===== src/rtl/csa_pkg.sv =====
// Shared types and helpers for the carry-save accumulator.
//   state_e     : controller state encoding
//   chunk_count : number of CHUNK-wide slices in a DATA_WIDTH word
package csa_pkg;

    typedef enum logic [1:0] {
        IDLE    = 2'd0,
        ACCUM   = 2'd1,
        RESOLVE = 2'd2,
        DONE    = 2'd3
    } state_e;

    function automatic int unsigned chunk_count(input int unsigned data_width,
                                                input int unsigned chunk);
        return data_width / chunk;
    endfunction

endpackage


===== src/rtl/csa_row.sv =====
// One row of 3:2 compressors: reduces three operands to a sum and a carry word.
//   a_i, b_i, c_i : operands
//   sum_o         : bitwise sum (a ^ b ^ c)
//   carry_o       : majority(a, b, c) shifted left by one; the MSB carry is dropped
module csa_row #(
    parameter int unsigned DATA_WIDTH = 64
) (
    input  logic [DATA_WIDTH-1:0] a_i,
    input  logic [DATA_WIDTH-1:0] b_i,
    input  logic [DATA_WIDTH-1:0] c_i,
    output logic [DATA_WIDTH-1:0] sum_o,
    output logic [DATA_WIDTH-1:0] carry_o
);

    assign sum_o = a_i ^ b_i ^ c_i;

    // Only the lower DATA_WIDTH-1 majority bits survive the shift.
    assign carry_o = {(a_i[DATA_WIDTH-2:0] & b_i[DATA_WIDTH-2:0]) |
                      (a_i[DATA_WIDTH-2:0] & c_i[DATA_WIDTH-2:0]) |
                      (b_i[DATA_WIDTH-2:0] & c_i[DATA_WIDTH-2:0]), 1'b0};

endmodule


===== src/rtl/csa_accumulator.sv =====
// Carry-save accumulator: operands are folded into a sum/carry pair with one
// 3:2 row per accepted operand, then the pair is resolved CHUNK bits per cycle
// with a rippling chunk carry.
//   clk, clr_n           : clock, synchronous active-low clear
//   in_valid/in_ready    : operand handshake; in_last marks the final operand
//   in_data              : operand
//   out_valid/out_ready  : result handshake
//   out_data, out_count  : sum modulo 2^DATA_WIDTH and saturating operand count
module csa_accumulator
    import csa_pkg::*;
#(
    parameter int unsigned DATA_WIDTH  = 64,
    parameter int unsigned CHUNK       = 16,
    parameter int unsigned COUNT_WIDTH = 8
) (
    input  logic                   clk,
    input  logic                   clr_n,
    input  logic                   in_valid,
    input  logic [DATA_WIDTH-1:0]  in_data,
    input  logic                   in_last,
    output logic                   in_ready,
    output logic                   out_valid,
    input  logic                   out_ready,
    output logic [DATA_WIDTH-1:0]  out_data,
    output logic [COUNT_WIDTH-1:0] out_count
);

    localparam int unsigned NCHUNK = chunk_count(DATA_WIDTH, CHUNK);
    localparam int unsigned IDX_W  = (NCHUNK > 1) ? $clog2(NCHUNK) : 1;

    if ((DATA_WIDTH % CHUNK) != 0) begin : g_bad_chunk
        $error("csa_accumulator: DATA_WIDTH must be a multiple of CHUNK");
    end

    state_e                 state_q, state_d;
    logic [DATA_WIDTH-1:0]  sum_q, sum_d;
    logic [DATA_WIDTH-1:0]  carry_q, carry_d;
    logic [DATA_WIDTH-1:0]  res_q, res_d;
    logic [COUNT_WIDTH-1:0] count_q, count_d;
    logic [IDX_W-1:0]       idx_q, idx_d;
    logic                   cin_q, cin_d;
    logic [DATA_WIDTH-1:0]  out_data_q, out_data_d;
    logic [COUNT_WIDTH-1:0] out_count_q, out_count_d;
    logic                   in_ready_q, out_valid_q;

    logic [DATA_WIDTH-1:0]  row_sum, row_carry;
    logic [CHUNK-1:0]       sum_chunk, carry_chunk;
    logic [CHUNK:0]         chunk_add;
    logic [COUNT_WIDTH-1:0] count_inc;
    logic                   accept;

    csa_row #(.DATA_WIDTH(DATA_WIDTH)) u_row (
        .a_i     (sum_q),
        .b_i     (carry_q),
        .c_i     (in_data),
        .sum_o   (row_sum),
        .carry_o (row_carry)
    );

    assign accept    = in_valid && in_ready_q;
    assign count_inc = (count_q == '1) ? count_q : count_q + COUNT_WIDTH'(1);

    // Current resolve slice; carry-out lands in chunk_add[CHUNK].
    assign sum_chunk   = sum_q[32'(idx_q) * CHUNK +: CHUNK];
    assign carry_chunk = carry_q[32'(idx_q) * CHUNK +: CHUNK];
    assign chunk_add   = {1'b0, sum_chunk} + {1'b0, carry_chunk} + {{CHUNK{1'b0}}, cin_q};

    // Next-state and datapath control.
    always_comb begin
        state_d     = state_q;
        sum_d       = sum_q;
        carry_d     = carry_q;
        res_d       = res_q;
        count_d     = count_q;
        idx_d       = idx_q;
        cin_d       = cin_q;
        out_data_d  = out_data_q;
        out_count_d = out_count_q;

        unique case (state_q)
            IDLE: begin
                if (accept) begin
                    sum_d   = in_data;
                    carry_d = '0;
                    count_d = COUNT_WIDTH'(1);
                    idx_d   = '0;
                    cin_d   = 1'b0;
                    state_d = in_last ? RESOLVE : ACCUM;
                end
            end
            ACCUM: begin
                if (accept) begin
                    sum_d   = row_sum;
                    carry_d = row_carry;
                    count_d = count_inc;
                    idx_d   = '0;
                    cin_d   = 1'b0;
                    state_d = in_last ? RESOLVE : ACCUM;
                end
            end
            RESOLVE: begin
                res_d[32'(idx_q) * CHUNK +: CHUNK] = chunk_add[CHUNK-1:0];
                cin_d = chunk_add[CHUNK];
                idx_d = idx_q + IDX_W'(1);
                // Top chunk carry-out is dropped: result wraps.
                if (idx_q == IDX_W'(NCHUNK - 1)) begin
                    state_d     = DONE;
                    out_data_d  = res_d;
                    out_count_d = count_q;
                end
            end
            DONE: begin
                if (out_ready) begin
                    state_d = IDLE;
                end
            end
            default: state_d = IDLE;
        endcase
    end

    // State and datapath registers; handshake flags decoded from next state.
    always_ff @(posedge clk) begin
        if (!clr_n) begin
            state_q     <= IDLE;
            sum_q       <= '0;
            carry_q     <= '0;
            res_q       <= '0;
            count_q     <= '0;
            idx_q       <= '0;
            cin_q       <= 1'b0;
            out_data_q  <= '0;
            out_count_q <= '0;
            in_ready_q  <= 1'b1;
            out_valid_q <= 1'b0;
        end else begin
            state_q     <= state_d;
            sum_q       <= sum_d;
            carry_q     <= carry_d;
            res_q       <= res_d;
            count_q     <= count_d;
            idx_q       <= idx_d;
            cin_q       <= cin_d;
            out_data_q  <= out_data_d;
            out_count_q <= out_count_d;
            in_ready_q  <= (state_d == IDLE) || (state_d == ACCUM);
            out_valid_q <= (state_d == DONE);
        end
    end

    assign in_ready  = in_ready_q;
    assign out_valid = out_valid_q;
    assign out_data  = out_data_q;
    assign out_count = out_count_q;

endmodule


===== config.mk =====
export PLATFORM = sky130hd
export DESIGN_NAME = csa_accumulator
export DESIGN_NICKNAME = d
export VERILOG_FILES = /design/src/rtl/csa_pkg.sv /design/src/rtl/csa_row.sv /design/src/rtl/csa_accumulator.sv
export SDC_FILE = /design/constraint.sdc
export NUM_CORES = 1
export LEC_CHECK = 0
export ABC_CLOCK_PERIOD_IN_PS = 8300
export CAP_MARGIN = 30
export CORE_MARGIN = 4
export CORE_UTILIZATION = 31
export CTS_CLUSTER_SIZE = 30
export DETAILED_ROUTE_END_ITERATION = 7
export PLACE_DENSITY = 0.45
export SLEW_MARGIN = 20
export SYNTH_ARGS = -nofsm -noshare
export SYNTH_HDL_FRONTEND = slang
export SYNTH_SLANG_ARGS = --single-unit

===== constraint.sdc =====
create_clock -name clk -period 8.3 [get_ports clk]
set_input_delay 2.49 -clock clk [delete_from_list [all_inputs] [get_ports clk]]
set_output_delay 2.49 -clock clk [all_outputs]
set_load 0.1 [all_outputs]

==> impl_metrics.toml <==
[logic_synthesis]
synth_largest_area_cell = "dfxtp_1"
synth_xor_area_share_pct = 0.908
synth_common_cells = "278 x dfxtp_1, 198 x inv_1, 100 x clkbuf_1, 99 x a21oi_1, 97 x a221oi_1"
ys_seq_area_share_pct = 38.5
ys_top_cells_by_area = "dfxtp_1 38%, fa_1 8.9%, a221oi_1 5.9%"
synth_edf_count = 0
synth-compound-area-share_pct = 21.3
yosysMostFrequentCell = "dfxtp_1"
yosysUniqueCellTypes = 58
synthMuxAreaShare_pct = 5.19
synth_simple_gate_area_share_pct = 14.8
synth-adder-area-share_pct = 10.8
avgSynthCellArea_um2 = 9.14
ys_async_sr_fraction_pct = 0
synth_area_um2 = 14500
synth_flop_cell = "dfxtp_1"
synth_seq_cells = 278
syn_inst = 1584
yosysWarnings = 0
synth_top_area_share_pct = 38.5
synth_top_family_by_area = "compound AO/OA/AOI/OAI gates"
synth_nets = 1740

[critical_path]
rrSetupSlack_ns = 3.88
crit_path_top_delay_cell = "clkdlybuf4s50_1"
worstPathRequired_ns = 5.81
worstPathArrival_ns = 2.16
crit_buf_inv = 1
cp-end-kind = "output pin"
crit_chain = "clkdlybuf4s50_1"
cp-start-kind = "flip-flop"
reg2reg_depth = 13
crit_type = "reg -> out"
path_depth = 1
r2r-end = "out_data[12]$_SDFFE_PN0P_"
slowest_delay_ns = 1.18
cpLargestDelayFamily = "buffers and inverters"
crit_fanout = 5
r2r-start = "idx_q[0]$_SDFFE_PN0P_"

[sta]
setup-tns-final_ns = 0
setup_violations = 0
finalHoldViolCount = 0
rsz0062_at_grt = "false"
period_needed_ns = 4.65
fin_worst_skew_ns = 0.0312
finalMaxSlewViolations = 0
worst_pin_slew_ns = 1.00
fin_crit_sh_pct = 56.0
max_slew_margin_pct = 33.0
fmax_mhz = 215

[die]
io_pins = 143
die_height_um = 224
die_w_um = 224
initial_utilization_pct = 31.6
core_um2 = 45800
std_cell_rows = 78
die_area_um2 = 50200

[cts]
post-cts-setup-buffer-count = 0
cts_tree = "done"
ctsHoldBuffers = 0
cts_resized = 0
cts.sinks = 278
numCtsBuffers = 36
cts.path.max_buffers = 3
clockRootBuffer = "clkbuf_16"
cts_max_level = 2
cts.clk_slew.worst_paths_ns = 0.05
clk_latency_ns = 0.57

[routing]
drt-initial-drc-count = 768
ant_nets = 0
route.detailed.drc = 0
vias_per_cell = 5.23
avgRoutedWirePerCell_um = 19.7
wirelength_mm = 45.1
first_pass_iters = 5
vias = 12000

[finish]
area_growth_pct = 22.4
instances_no_fill = 2293
final_nets = 1824
drive_gt1_share_pct = 8.03
diodes = 0

[min_path]
min_from = "out_count[5]$_SDFFE_PN0P_"
worstHoldPathType = "reg -> reg"
holdPathStages = 2
hold_end = "out_count[5]$_SDFFE_PN0P_"

[grt]
grt_antenna_before_repair = 0
gr-total-overflow = 0
grt_usage_pct = 17.6
grt_pass1_vias = 11800
grt_max_degree = 134
grt_pass1_wl_mm = 70.6

[place]
hpwl_mm = 29.2
port_buffers = 142
dpl.cell_count = 2229
gp_congestion = 0.773

[power]
ir_worst_vdd_v = 0.000113
power_density_nw_per_um2 = 196
p_leak_nw = 6.38

[job]
maxCapViolCount = 0

[run_status]
status = "complete, no violations"
how the worst max path moves through the flow:
stage	startpoint	to	slack [ns]
floorplan	in_valid	count_q[5]$_SDFFE_PN0P_	4.35
global placement	in_valid	out_valid$_SDFF_PN0_	3.23
detailed placement	in_valid	sum_q[26]$_SDFFE_PN0P_	3.21
CTS	in_ready$_SDFF_PN1_	in_ready	3.63
global route	idx_q[0]$_SDFFE_PN0P_	out_data[12]$_SDFFE_PN0P_	3.56
finish	in_ready$_SDFF_PN1_	in_ready	3.65
per-stage QoR:
stage | hold slack, ns | cell area (um^2) | total power, W | utilization, % | setup slack, ns
final | 0.461 | 17700 | 0.00347 | 38.7 | 3.65
after global routing | 0.489 | 17700 | 0.00362 | 38.7 | 3.56
after CTS | 0.468 | 17700 | 0.00354 | 38.6 | 3.63
after detailed placement | 0.455 | 16400 | 0.00186 | 35.9 | 3.21
after global placement | 0.451 | 16400 | 0.00185 | 35.7 | 3.23
after floorplan | 0.436 | 14500 | 0.00170 | - | 4.35
flip-flops by register name, indices dropped and copies added, names as in the netlist:
signal     flops
carry_q       63
sum_q         64
out_count      8
count_q        8
cin_q          1
res_q         64
out_data      64
idx_q          2
out_valid      1
state_q        2
in_ready       1
layer usage:
layer  track usage [%]  routed length (um)  up-vias
met2              27.9               20600      267
met4              4.79                 819        0
met5                 0                   0        -
met3              2.79                2080       48
li1                  -                   -     5722
met1              25.1               21700     5944
cell type report:
| class | instances | area (um^2) |
|---|---|---|
| Clock inverter | 15 | 234 |
| Clock buffer | 48 | 1010 |
| Timing Repair Buffer | 168 | 1690 |
| Fill cell | 4650 | 28100 |
| Tap cell | 600 | 751 |
| Inverter | 200 | 752 |
| Sequential cell | 278 | 5570 |
| Multi-Input combinational cell | 984 | 7720 |
cell usage in the layout (no fill, tap or decap), types with 13 or more instances in the layout:
cell type and instances:
a21boi_0 17, a21oi_1 99, a221oi_1 97, a22oi_1 39, a31oi_1 14, and2_1 67, buf_4 21, clkbuf_16 36
clkdlybuf4s50_1 141, dfxtp_1 277, fa_1 64, ha_1 23, inv_1 197, mux4_2 31, nand2_1 76, nand3_1 31
nor2_1 61, nor2b_1 95, nor3_1 13, nor3b_1 17, o211a_1 13, o21ai_0 52, o22ai_1 62, o31ai_1 17
where the power goes:
| group | internal [W] | switching (W) | total (W) |
|---|---|---|---|
| registers | 0.00137 | 0.0000333 | 0.00141 |
| clock network | 0.00101 | 0.000635 | 0.00165 |
| logic | 0.000158 | 0.000265 | 0.000423 |
| total | 0.00254 | 0.000933 | 0.00347 |
cell families (layout without fill, tap and decap cells):
| family | after synthesis | count (layout) |
|---|---|---|
| simple gates | 402 | 402 |
| buf+inv | 322 | 431 |
| xor+xnor | 15 | 15 |
| flops | 278 | 278 |
| fa+ha+maj | 87 | 87 |
| compound gates | 444 | 444 |
| mux | 36 | 36 |
(Power assumes the default switching activity.)
==> RTL change 1 (same flow settings) <==
Change the parameter `COUNT_WIDTH` from 8 to 7.
--- a/src/rtl/csa_accumulator.sv
+++ b/src/rtl/csa_accumulator.sv
@@ -13,3 +13,3 @@
     parameter int unsigned CHUNK       = 16,
-    parameter int unsigned COUNT_WIDTH = 8
+    parameter int unsigned COUNT_WIDTH = 7
 ) (
Ports: changed (resized out_count); port bits go from 143 to 142. The function was not compared with the original's and may differ.
==> RTL change 1 against the unedited design <==
- wire length rose by 3.8%
- maximum frequency fell by 4.9%
- synthesized area rose by 0.54%
- worst setup slack got worse by 0.24 ns
- total power rose by 1.8%
- sequential cell count fell by 2
- clock skew rose by 0.0018 ns
- count of clock-buffer cells in the layout rose by 4
- design area rose by 0.48%
- core utilization fell by 0.39 points
- global-route usage rose by 0.62 points
- critical path depth rose by 6
- final cell count rose by 2.4%
==> RTL change 1: results <==
set metrics [dict create \
    grt_pass1_wl_um 72200 \
    slowest_delay_ns 0.77 \
    place.gp.congestion 0.832 \
    synth_nets 1795 \
    drive_gt1_share_pct 7.47 \
    cp.arrival_ns 5.32 \
    areaGrowthSynthToFinish_pct 22.4 \
    drt_iter0_drc 829 \
    synthTopCellsByArea "dfxtp_1, fa_1, inv_1, mux4_2, nor2b_1" \
    grt_pass1_vias 11700 \
    dp_hpwl_um 31400 \
    grt_usage_pct 18.2 \
    post_drt_wl_per_cell_um 20.0 \
    grt_max_degree 148 \
    dp_slack_ns 2.87 \
    p_leak_nw 6.57 \
    peakVddDrop_uv 104 \
    worst_pin_slew_ns 1.01 \
    synthTopCellsByCount "dfxtp_1, inv_1, nor2_1" \
    dr.pass1.iters 7 \
    ys_seq_area_share_pct 38.0 \
    postPlaceCellArea_mm2 0.0165 \
    drt_wl_total_um 46800 \
    status "complete, no violations" \
    finClkSkew_ns 0.0331 \
    fin_nets 1871 \
    nFillCells 4736 \
    cp_slowest_cell "or2_4" \
]
-- RTL change 1: cell type report --
class | instances | share of cell area [%]
sequential | 276 | 31.1
multi-input combinational | 1028 | 43.7
tap | 607 | 4.27
inverter | 208 | 4.39
clock buffer | 52 | 5.85
timing repair buffer | 165 | 9.36
clock inverter | 12 | 1.36
-- RTL change 1: path summary, 6_finish.rpt --
| kind | from | endpoint | slack (ns) | cells after the start |
|---|---|---|---|---|
| worst max-delay path | in_valid | carry_q[12] | 3.42 | 7 |
| worst min register to register | res_q[61] | res_q[61] | 0.45 | 2 |
| worst min-delay path | res_q[61] | res_q[61] | 0.45 | 2 |
| worst max register to register | idx_q[0] | out_data[15] | 4.09 | 10 |
-- RTL change 1: metal layers --
layer | vias up | wire length (um) | track usage, %
li1 | 5826 | - | -
met1 | 5913 | 22900 | 27.2
met2 | 325 | 20500 | 27.6
met3 | 54 | 2550 | 3.37
met4 | 0 | 885 | 4.15
met5 | - | 0 | 0
-- RTL change 1: report_power, final --
group	switching, W	leakage, nW	internal (W)
sequential	0.0000457	2.24	0.00137
clock	0.000639	0.629	0.00106
combinational	0.000263	3.70	0.000162
-- RTL change 1: kinds of logic (layout without fill, tap and decap cells) --
family                     count (synthesis)  count (layout)  synth area share (%)
xor gates and xnor gates                  13              13                 0.783
and+or+nand+nor                          460             460                  16.0
adders and majority gates                 87              87                  10.8
DFF                                      276             276                  38.0
muxes                                     33              33                  4.94
buffers and inverters                    335             437                  8.80
AOI/OAI and AO/OA                        435             435                  20.7
-- RTL change 1: tightest hold or removal path, delay by kind of cell (launching register included) --
family	cells	cell delay, ns
and+or+nand+nor	2	0.10
DFF	1	0.31
==> RTL change 2 (same settings) <==
Made on the original files. Encoding of `state_e`: now one-hot (4 bits for 4 states).
--- a/src/rtl/csa_pkg.sv
+++ b/src/rtl/csa_pkg.sv
@@ -5,7 +5,7 @@
 
-    typedef enum logic [1:0] {
-        IDLE    = 2'd0,
-        ACCUM   = 2'd1,
-        RESOLVE = 2'd2,
-        DONE    = 2'd3
+    typedef enum logic [3:0] {
+        IDLE    = 4'b0001,
+        ACCUM   = 4'b0010,
+        RESOLVE = 4'b0100,
+        DONE    = 4'b1000
     } state_e;
Function: same outputs for any inputs over 4 cycles, from zero or initial values; so few cycles prove little.
==> RTL change 2 against the unedited design <==
- design area is 0.77% lower
- sequential cell count increased by 2
- core utilization down 0.30 points
- first-iteration DRC count rose by 1.7%
- wire length decreased by 0.90%
- critical path depth did not move
- sequential share of layout area up 0.47 points
- largest cell class unchanged
- maximum frequency is 1.2% lower
- worst setup slack got worse by 0.057 ns
- count of clock-buffer cells in the layout rose by 1
- total power fell by 6.0%
- synthesized area barely moved
==> RTL change 2: results <==
set metrics [dict create \
    synthTopCellsByArea "dfxtp_1, nor2_1, fa_1, a21oi_1, inv_1" \
    r2r-end "out_data[11]" \
    final_util_pct 38.4 \
    p_leak_nw 6.07 \
    grt_usage_pct 17.6 \
    drive_gt1_share_pct 6.65 \
    post_drt_wl_per_cell_um 18.5 \
    synthTopCellsByCount "nor2_1, dfxtp_1, inv_1" \
    finClkSkew_ns 0.0158 \
    reg2reg_depth 9 \
    cp_max_fo 6 \
    cp.arrival_ns 2.21 \
    status "complete, no violations" \
    setup_slack_ns 3.60 \
    fin_nets 1959 \
    drt_iter0_drc 781 \
    grt_max_degree 200 \
    dp_slack_ns 3.39 \
    grt_pass1_wl_um 70400 \
    cts-root-to-sink-buffers 3 \
    ff2ff_setup_slack_ns 3.87 \
    ys_types 70 \
    nFillCells 4673 \
    worst_pin_slew_ns 1.10 \
    synth_nets 1878 \
    hold_start "res_q[41]" \
    ys_seq_area_share_pct 38.7 \
    peakVddDrop_uv 101 \
]
RTL change 2: changes by cell type in the layout (fill, tap and decap cells not counted), sizes merged, moves of 16 or more:
cell,change
nor2,+289
nand2,-26
a211oi,+92
o31ai,-18
a221oi,-75
o22ai,-62
nor3b,-16
nor2b,-86
and2,-59
a32oi,+24
a21oi,+81
RTL change 2: worst min path at each step:
| stage | to | slack (ns) | depth (start not counted) |
|---|---|---|---|
| finish | res_q[41] | 0.45 | 2 |
| floorplan | res_q[25] | 0.42 | 2 |
| global placement | res_q[25] | 0.43 | 2 |
| detailed placement | res_q[41] | 0.44 | 2 |
| global route | res_q[41] | 0.47 | 2 |
| CTS | res_q[41] | 0.46 | 2 |
RTL change 2: layout make-up:
class,instances,area share (%)
timing repair buffer,161,9.38
inverter,201,4.32
clock buffer,49,5.80
sequential,280,31.9
tap,600,4.27
multi-input combinational,1123,43.7
clock inverter,5,0.598
RTL change 2: cell families after synthesis:
family	after synthesis	share of synthesized area [%]
muxes	33	4.97
AOI/OAI and AO/OA	476	21.1
xor gates and xnor gates	10	0.605
DFF	280	38.7
buffers and inverters	319	8.39
and+or+nand+nor	517	15.3
adders and majority gates	87	10.8
RTL change 2: metrics by stage:
step                      instances  power [W]
final                          2419    0.00327
after global routing           2419    0.00341
after CTS                      2418    0.00331
after detailed placement       2364    0.00177
after global placement         2359    0.00176
after floorplan                1722    0.00165
RTL change 2: metal layers:
metal / vias to the layer above / global-route usage (%) / wire [um]
met5: - / 0 / 0
met4: 0 / 4.71 / 913
met3: 59 / 3.18 / 2230
met2: 275 / 26.6 / 19800
met1: 5958 / 25.8 / 21800
li1: 6069 / - / -
RTL change 2: power breakdown:
part	switching, W	internal [W]	total [W]
registers	0.0000309	0.00138	0.00141
clock network	0.000607	0.000918	0.00152
logic	0.000209	0.000126	0.000336
total	0.000847	0.00242	0.00327
